`src/rtl/power_domain_sequencer_pkg.sv`:
```
// power_domain_sequencer_pkg: per-domain state encodings and delay counter width
package power_domain_sequencer_pkg;
    localparam int PD_CNT_W = 16;
    localparam logic [3:0] PD_ON       = 4'd0;
    localparam logic [3:0] PD_ISO      = 4'd1;
    localparam logic [3:0] PD_SAVE     = 4'd2;
    localparam logic [3:0] PD_PWR_DN   = 4'd3;
    localparam logic [3:0] PD_OFF      = 4'd4;
    localparam logic [3:0] PD_WAIT_GNT = 4'd5;
    localparam logic [3:0] PD_PWR_UP   = 4'd6;
    localparam logic [3:0] PD_SETTLE   = 4'd7;
    localparam logic [3:0] PD_RESTORE  = 4'd8;
    localparam logic [3:0] PD_DEISO    = 4'd9;
endpackage

```
`src/rtl/power_domain_sequencer_fsm.sv`:
```
// power_domain_sequencer_fsm: one domain's power sequence FSM; PD_SEQ_RETENTION_EN enables SAVE/RESTORE retention
module power_domain_sequencer_fsm
    import power_domain_sequencer_pkg::*;
#(
    parameter int PWR_DN_DLY = 4,
    parameter int PWR_UP_DLY = 8,
    parameter int PG_TIMEOUT = 64
) (
    input  logic       clk_i,
    input  logic       rst_i,
    input  logic       req_on,
    input  logic       retain,
    input  logic       pwr_good,
    input  logic       err,
    input  logic       gnt,
    output logic [3:0] state,
    output logic       pwr_en,
    output logic       iso,
    output logic       ret,
    output logic       save,
    output logic       restore,
    output logic       timeout,
    output logic       done
);
`ifdef PD_SEQ_RETENTION_EN
    localparam bit RET = 1'b1;
`else
    localparam bit RET = 1'b0;
`endif
    localparam logic [PD_CNT_W-1:0] DN_LAST = PD_CNT_W'(PWR_DN_DLY - 1);
    localparam logic [PD_CNT_W-1:0] UP_LAST = PD_CNT_W'(PWR_UP_DLY - 1);
    localparam logic [PD_CNT_W-1:0] PG_LAST = PD_CNT_W'(PG_TIMEOUT - 1);
    logic [3:0] state_d;
    logic [PD_CNT_W-1:0] cnt_q, cnt_d;
    logic ret_q, ret_d;
    always_comb begin
        state_d = state;
        cnt_d = cnt_q + 1'b1;
        ret_d = ret_q;
        timeout = 1'b0;
        case (state)
            PD_ON: begin
                state_d = req_on ? PD_ON : PD_ISO;
                ret_d = req_on ? ret_q : RET & retain;
            end
            PD_ISO: begin
                state_d = ret_q ? PD_SAVE : PD_PWR_DN;
                cnt_d = '0;
            end
            PD_SAVE: begin
                state_d = PD_PWR_DN;
                cnt_d = '0;
            end
            PD_PWR_DN: state_d = (cnt_q == DN_LAST) ? PD_OFF : PD_PWR_DN;
            PD_OFF: state_d = (req_on && !err) ? PD_WAIT_GNT : PD_OFF;
            PD_WAIT_GNT: begin
                state_d = gnt ? PD_PWR_UP : PD_WAIT_GNT;
                cnt_d = '0;
            end
            PD_PWR_UP: begin
                timeout = !pwr_good && cnt_q == PG_LAST;
                state_d = pwr_good ? PD_SETTLE : timeout ? PD_PWR_DN : PD_PWR_UP;
                cnt_d = (pwr_good || timeout) ? '0 : cnt_q + 1'b1;
            end
            PD_SETTLE: state_d = (cnt_q != UP_LAST) ? PD_SETTLE : ret_q ? PD_RESTORE : PD_DEISO;
            PD_RESTORE: state_d = PD_DEISO;
            PD_DEISO: begin
                state_d = PD_ON;
                ret_d = 1'b0;
            end
            default: state_d = PD_ON;
        endcase
    end
    always_ff @(posedge clk_i) begin
        if (rst_i) begin
            state <= PD_ON;
            cnt_q <= '0;
            ret_q <= 1'b0;
        end else begin
            state <= state_d;
            cnt_q <= cnt_d;
            ret_q <= ret_d;
        end
    end
    assign pwr_en  = !(state inside {PD_PWR_DN, PD_OFF, PD_WAIT_GNT});
    assign iso     = state != PD_ON;
    assign save    = RET & (state == PD_SAVE);
    assign restore = RET & (state == PD_RESTORE);
    assign ret     = RET & ret_q & !(state inside {PD_ON, PD_ISO, PD_DEISO});
    assign done    = state_d != state && (state_d == PD_ON || state_d == PD_OFF);
endmodule

```
`src/rtl/power_domain_sequencer.sv`:
```
// power_domain_sequencer: rush-limited isolate/switch/settle sequencer for NUM_DOMAINS domains (PD_SEQ_RETENTION_EN adds retention)
module power_domain_sequencer
    import power_domain_sequencer_pkg::*;
#(
    parameter int NUM_DOMAINS = 8,
    parameter int MAX_UP      = 2,
    parameter int PWR_DN_DLY  = 4,
    parameter int PWR_UP_DLY  = 8,
    parameter int PG_TIMEOUT  = 64
) (
    input  logic                   clk_i,
    input  logic                   rst_i,
    input  logic [NUM_DOMAINS-1:0] pd_req_on_i,
    input  logic [NUM_DOMAINS-1:0] pd_retain_i,
    input  logic [NUM_DOMAINS-1:0] pwr_good_i,
    input  logic                   err_clr_i,
    output logic [NUM_DOMAINS-1:0] pd_pwr_en_o,
    output logic [NUM_DOMAINS-1:0] pd_iso_o,
    output logic [NUM_DOMAINS-1:0] pd_ret_o,
    output logic [NUM_DOMAINS-1:0] pd_save_o,
    output logic [NUM_DOMAINS-1:0] pd_restore_o,
    output logic [NUM_DOMAINS-1:0] pd_ack_o,
    output logic                   pd_busy_o,
    output logic [NUM_DOMAINS-1:0] timeout_err_o,
    output logic [31:0]            transition_cnt_o
);
    localparam int IDX_W = NUM_DOMAINS > 1 ? $clog2(NUM_DOMAINS) : 1;
    logic [3:0] st [NUM_DOMAINS];
    logic [NUM_DOMAINS-1:0] wait_v, up_v, busy_v, done_v, tmo_v, gnt_v, err_q;
    logic [IDX_W-1:0] ptr_q, gnt_idx;
    logic gnt_vld;
    logic [31:0] cnt_q;
    logic [32:0] cnt_sum;
    for (genvar i = 0; i < NUM_DOMAINS; i++) begin : g_dom
        power_domain_sequencer_fsm #(
            .PWR_DN_DLY(PWR_DN_DLY),
            .PWR_UP_DLY(PWR_UP_DLY),
            .PG_TIMEOUT(PG_TIMEOUT)
        ) u_fsm (
            .clk_i   (clk_i),
            .rst_i   (rst_i),
            .req_on  (pd_req_on_i[i]),
            .retain  (pd_retain_i[i]),
            .pwr_good(pwr_good_i[i]),
            .err     (err_q[i]),
            .gnt     (gnt_v[i]),
            .state   (st[i]),
            .pwr_en  (pd_pwr_en_o[i]),
            .iso     (pd_iso_o[i]),
            .ret     (pd_ret_o[i]),
            .save    (pd_save_o[i]),
            .restore (pd_restore_o[i]),
            .timeout (tmo_v[i]),
            .done    (done_v[i])
        );
        assign wait_v[i]   = st[i] == PD_WAIT_GNT;
        assign up_v[i]     = st[i] == PD_PWR_UP || st[i] == PD_SETTLE;
        assign busy_v[i]   = !(st[i] == PD_ON || st[i] == PD_OFF);
        assign pd_ack_o[i] = (st[i] == PD_ON && pd_req_on_i[i]) || (st[i] == PD_OFF && !pd_req_on_i[i]);
    end
    always_comb begin
        gnt_idx = ptr_q;
        gnt_vld = 1'b0;
        for (int j = NUM_DOMAINS - 1; j >= 0; j--) begin
            if (wait_v[(int'(ptr_q) + j) % NUM_DOMAINS]) begin
                gnt_vld = 1'b1;
                gnt_idx = IDX_W'((int'(ptr_q) + j) % NUM_DOMAINS);
            end
        end
        gnt_vld = gnt_vld && $countones(up_v) < MAX_UP;
    end
    assign gnt_v = gnt_vld ? NUM_DOMAINS'(1) << gnt_idx : '0;
    assign cnt_sum = {1'b0, cnt_q} + 33'($countones(done_v));
    always_ff @(posedge clk_i) begin
        if (rst_i) begin
            ptr_q <= '0;
            err_q <= '0;
            cnt_q <= '0;
        end else begin
            if (gnt_vld) ptr_q <= (int'(gnt_idx) == NUM_DOMAINS - 1) ? '0 : gnt_idx + 1'b1;
            err_q <= (err_q & ~{NUM_DOMAINS{err_clr_i}}) | tmo_v;
            cnt_q <= cnt_sum[32] ? '1 : cnt_sum[31:0];
        end
    end
    assign pd_busy_o        = |busy_v;
    assign timeout_err_o    = err_q;
    assign transition_cnt_o = cnt_q;
endmodule

```
`config.mk`:
```
export PLATFORM = sky130hd
export DESIGN_NAME = power_domain_sequencer
export DESIGN_NICKNAME = d
export VERILOG_FILES = /design/src/rtl/power_domain_sequencer_pkg.sv /design/src/rtl/power_domain_sequencer_fsm.sv /design/src/rtl/power_domain_sequencer.sv
export SDC_FILE = /design/constraint.sdc
export NUM_CORES = 1
export LEC_CHECK = 0
export CAP_MARGIN = 15
export CORE_ASPECT_RATIO = 0.5
export CORE_UTILIZATION = 63
export DETAILED_ROUTE_END_ITERATION = 12
export PLACE_DENSITY = 0.88
export SYNTH_ARGS = -nofsm -noshare
export SYNTH_HDL_FRONTEND = slang
export SYNTH_HIERARCHICAL = 1
export SYNTH_SLANG_ARGS = --single-unit
export TNS_END_PERCENT = 100
```
`constraint.sdc`:
```
create_clock -name clk_i -period 12.9 [get_ports clk_i]
set_input_delay 1.29 -clock clk_i [delete_from_list [all_inputs] [get_ports clk_i]]
set_output_delay 1.29 -clock clk_i [all_outputs]
set_load 0.01 [all_outputs]
```
==> impl_metrics.json <==
{
  "final_cells": 1793,
  "crit_top_cell": "fa_1",
  "critPathMaxStageDelay_ns": 0.83,
  "worstPathRequired_ns": 13.31,
  "vdd_drop_max_v": 0.0000759,
  "rsz0062_at_grt": "false",
  "clock_skew_ns": 0.00987,
  "vias_per_cell": 6.45,
  "portBuffers": 83,
  "synthTopCellsByCount": "203 x dfxtp_1, 108 x nor3_1, 103 x xor2_1, 95 x nand2_1, 87 x nor2_1",
  "utilization_pct": 71.4,
  "core.rowCount": 36,
  "synthArstFlopShare_pct": 0,
  "path_class": "flop to flop",
  "max_freq_ghz": 0.100,
  "tightestPinTransition_ns": 1.04,
  "syn_to_final_growth_pct": 9.05,
  "synth_edf_count": 0,
  "grt.overflow.total": 0,
  "totalNegativeSetupSlack_ns": 0,
  "ios": 116,
  "syn_area_per_cell_um2": 8.55,
  "synth.area.top_cells": "dfxtp_1 31%, xor2_1 7.0%, nor3_1 4.2%",
  "final.period_utilization_pct": 77.2,
  "worstPathMaxFanout": 26,
  "cts_buffer_depth": 3,
  "die_h_um": 103,
  "antenna_found_initial": 0,
  "cts_setup_buffers": 0,
  "setup_viol": 0,
  "wire_per_inst_um": 17.4,
  "hold_viol_final": 0,
  "htreeDepth": 1,
  "netlist_area_mm2": 0.0130,
  "routed_wl_um": 31100,
  "dr.pass1.iters": 6,
  "drcViolationCount": 0,
  "layout_min_cycle_time_ns": 9.96,
  "dp_slack_ns": 3.16,
  "cts.sinks": 203,
  "clkTransAtPathRegs_ns": 0.07,
  "cts_tree": "built",
  "cts.repair.resized": 0,
  "relSlewSlack_pct": 30.3,
  "drv_cap": 0,
  "die_w_um": 205,
  "gp_congestion": 0.922,
  "cp.arrival_ns": 10.37,
  "power_leakage_nw": 4.72,
  "grt_pass1_vias": 10560,
  "synth_top_cell_area_share_pct": 31.3,
  "yosysUniqueCellTypes": 86,
  "grt_max_degree": 105,
  "synth_cells": 1517,
  "ys_ff_latch": 203,
  "layout.nets": 1576,
  "diodes": 0,
  "die_area_mm2": 0.0212,
  "min_path_type": "flop to flop",
  "critPathSlowestCell": "nand3_1",
  "dp_cells": 1761,
  "synth_seq_area_share_pct": 31.3,
  "clkLatencyLatePin_ns": 0.50,
  "setup_ws_ns": 2.94,
  "synth_warnings": 6,
  "numCtsBuffers": 19,
  "nFillCells": 1515,
  "detail-route-antenna-nets": 0,
  "end_kind": "flop",
  "num_vias": 11559,
  "grt_pass1_wl_um": 50700,
  "status": "completed",
  "grt.total_usage_pct": 28.8,
  "yosysMostFrequentCell": "dfxtp_1",
  "holdWs_ns": 0.448,
  "start_kind": "flop",
  "yosysTopAreaCell": "dfxtp_1",
  "p_per_area_mw_per_mm2": 133,
  "root_buffer": "clkbuf_16",
  "yosys_most_used_dff": "dfxtp_1",
  "cts_hold_buf": 0,
  "drt_iter0_markers": 922,
  "drive_gt1_share_pct": 8.51,
  "slew_viol_final": 0,
  "core_area_mm2": 0.0198,
  "dp.final_hpwl_um": 21600,
  "initial_core_util_pct": 65.5
}
==> where the power goes <==
group | leakage (nW) | switching (mW) | internal (mW)
Sequential | 1.64 | 0.0967 | 0.667
Clock | 0.283 | 0.242 | 0.294
Combinational | 2.79 | 0.334 | 0.249
Total | 4.72 | 0.672 | 1.21
==> worst max-delay path: cells and delay by family (launching register included) <==
family / cells / cell delay (ns)
and+or+nand+nor: 13 / 4.11
adders and majority gates: 9 / 3.82
buffers and inverters: 2 / 0.15
AOI/OAI and AO/OA: 5 / 1.06
DFF: 1 / 0.70
==> registers in the layout (all words and copies together), names as in the netlist <==
register,cells
g_dom.u_fsm/cnt_q,128
g_dom.u_fsm/state,32
ptr_q,3
timeout_err_o,8
transition_cnt_o,32
==> through the flow <==
stage / area [µm²] / total power, mW
2_1_floorplan: 13000 / 1.18
3_3_place_gp: 13600 / 1.32
3_5_place_dp: 13600 / 1.35
4_1_cts: 14100 / 1.88
5_1_grt: 14100 / 1.98
6_report: 14100 / 1.88
==> cell usage in the layout, fill, tap and decap left out, types with 38 or more instances in the layout <==
cell and instances:
a21oi_1 79, clkdlybuf4s50_1 82, dfxtp_1 203, inv_1 39, nand2_1 95, nand2b_1 38
nand3_1 66, nand4_1 57, nor2_1 87, nor3_1 108, o21ai_0 56, xor2_1 103
==> layout make-up <==
cell class	count	area, µm²	area share [%]
timing repair buffer	84	840	5.93
tap	266	333	2.35
clock inverter	5	27.5	0.195
clock buffer	27	546	3.86
sequential	203	4060	28.7
inverter	42	158	1.11
multi-input combinational	1166	8180	57.8
==> kinds of logic (layout without fill, tap and decap cells) <==
kind of cell / count (synthesis) / after routing / synth area share [%]
compound gates: 271 / 271 / 14.7
xor+xnor: 129 / 129 / 8.71
fa+ha+maj: 33 / 33 / 3.70
buf+inv: 164 / 158 / 6.08
flops: 203 / 203 / 31.3
mux: 24 / 24 / 2.60
other cells: 8 / 24 / 0.231
simple gates: 685 / 685 / 32.7
==> worst paths after layout <==
| kind | endpoint | slack (ns) | start | depth (start not counted) |
|---|---|---|---|---|
| worst max register to register | transition_cnt_o[29] | 2.94 | g_dom[0].u_fsm/state[1] | 29 |
| worst max-delay path | transition_cnt_o[29] | 2.94 | g_dom[0].u_fsm/state[1] | 29 |
| worst min register to register | g_dom[0].u_fsm/cnt_q[0] | 0.45 | g_dom[0].u_fsm/cnt_q[0] | 1 |
| worst min-delay path | g_dom[0].u_fsm/cnt_q[0] | 0.45 | g_dom[0].u_fsm/cnt_q[0] | 1 |
==> metal layers <==
metal,track usage [%],part of all wire [%]
met3,3.38,5.6
met4,6.95,2.1
met5,0,0
met2,48.5,47
met1,40.0,46
Power figures use the tool's default switching activity.
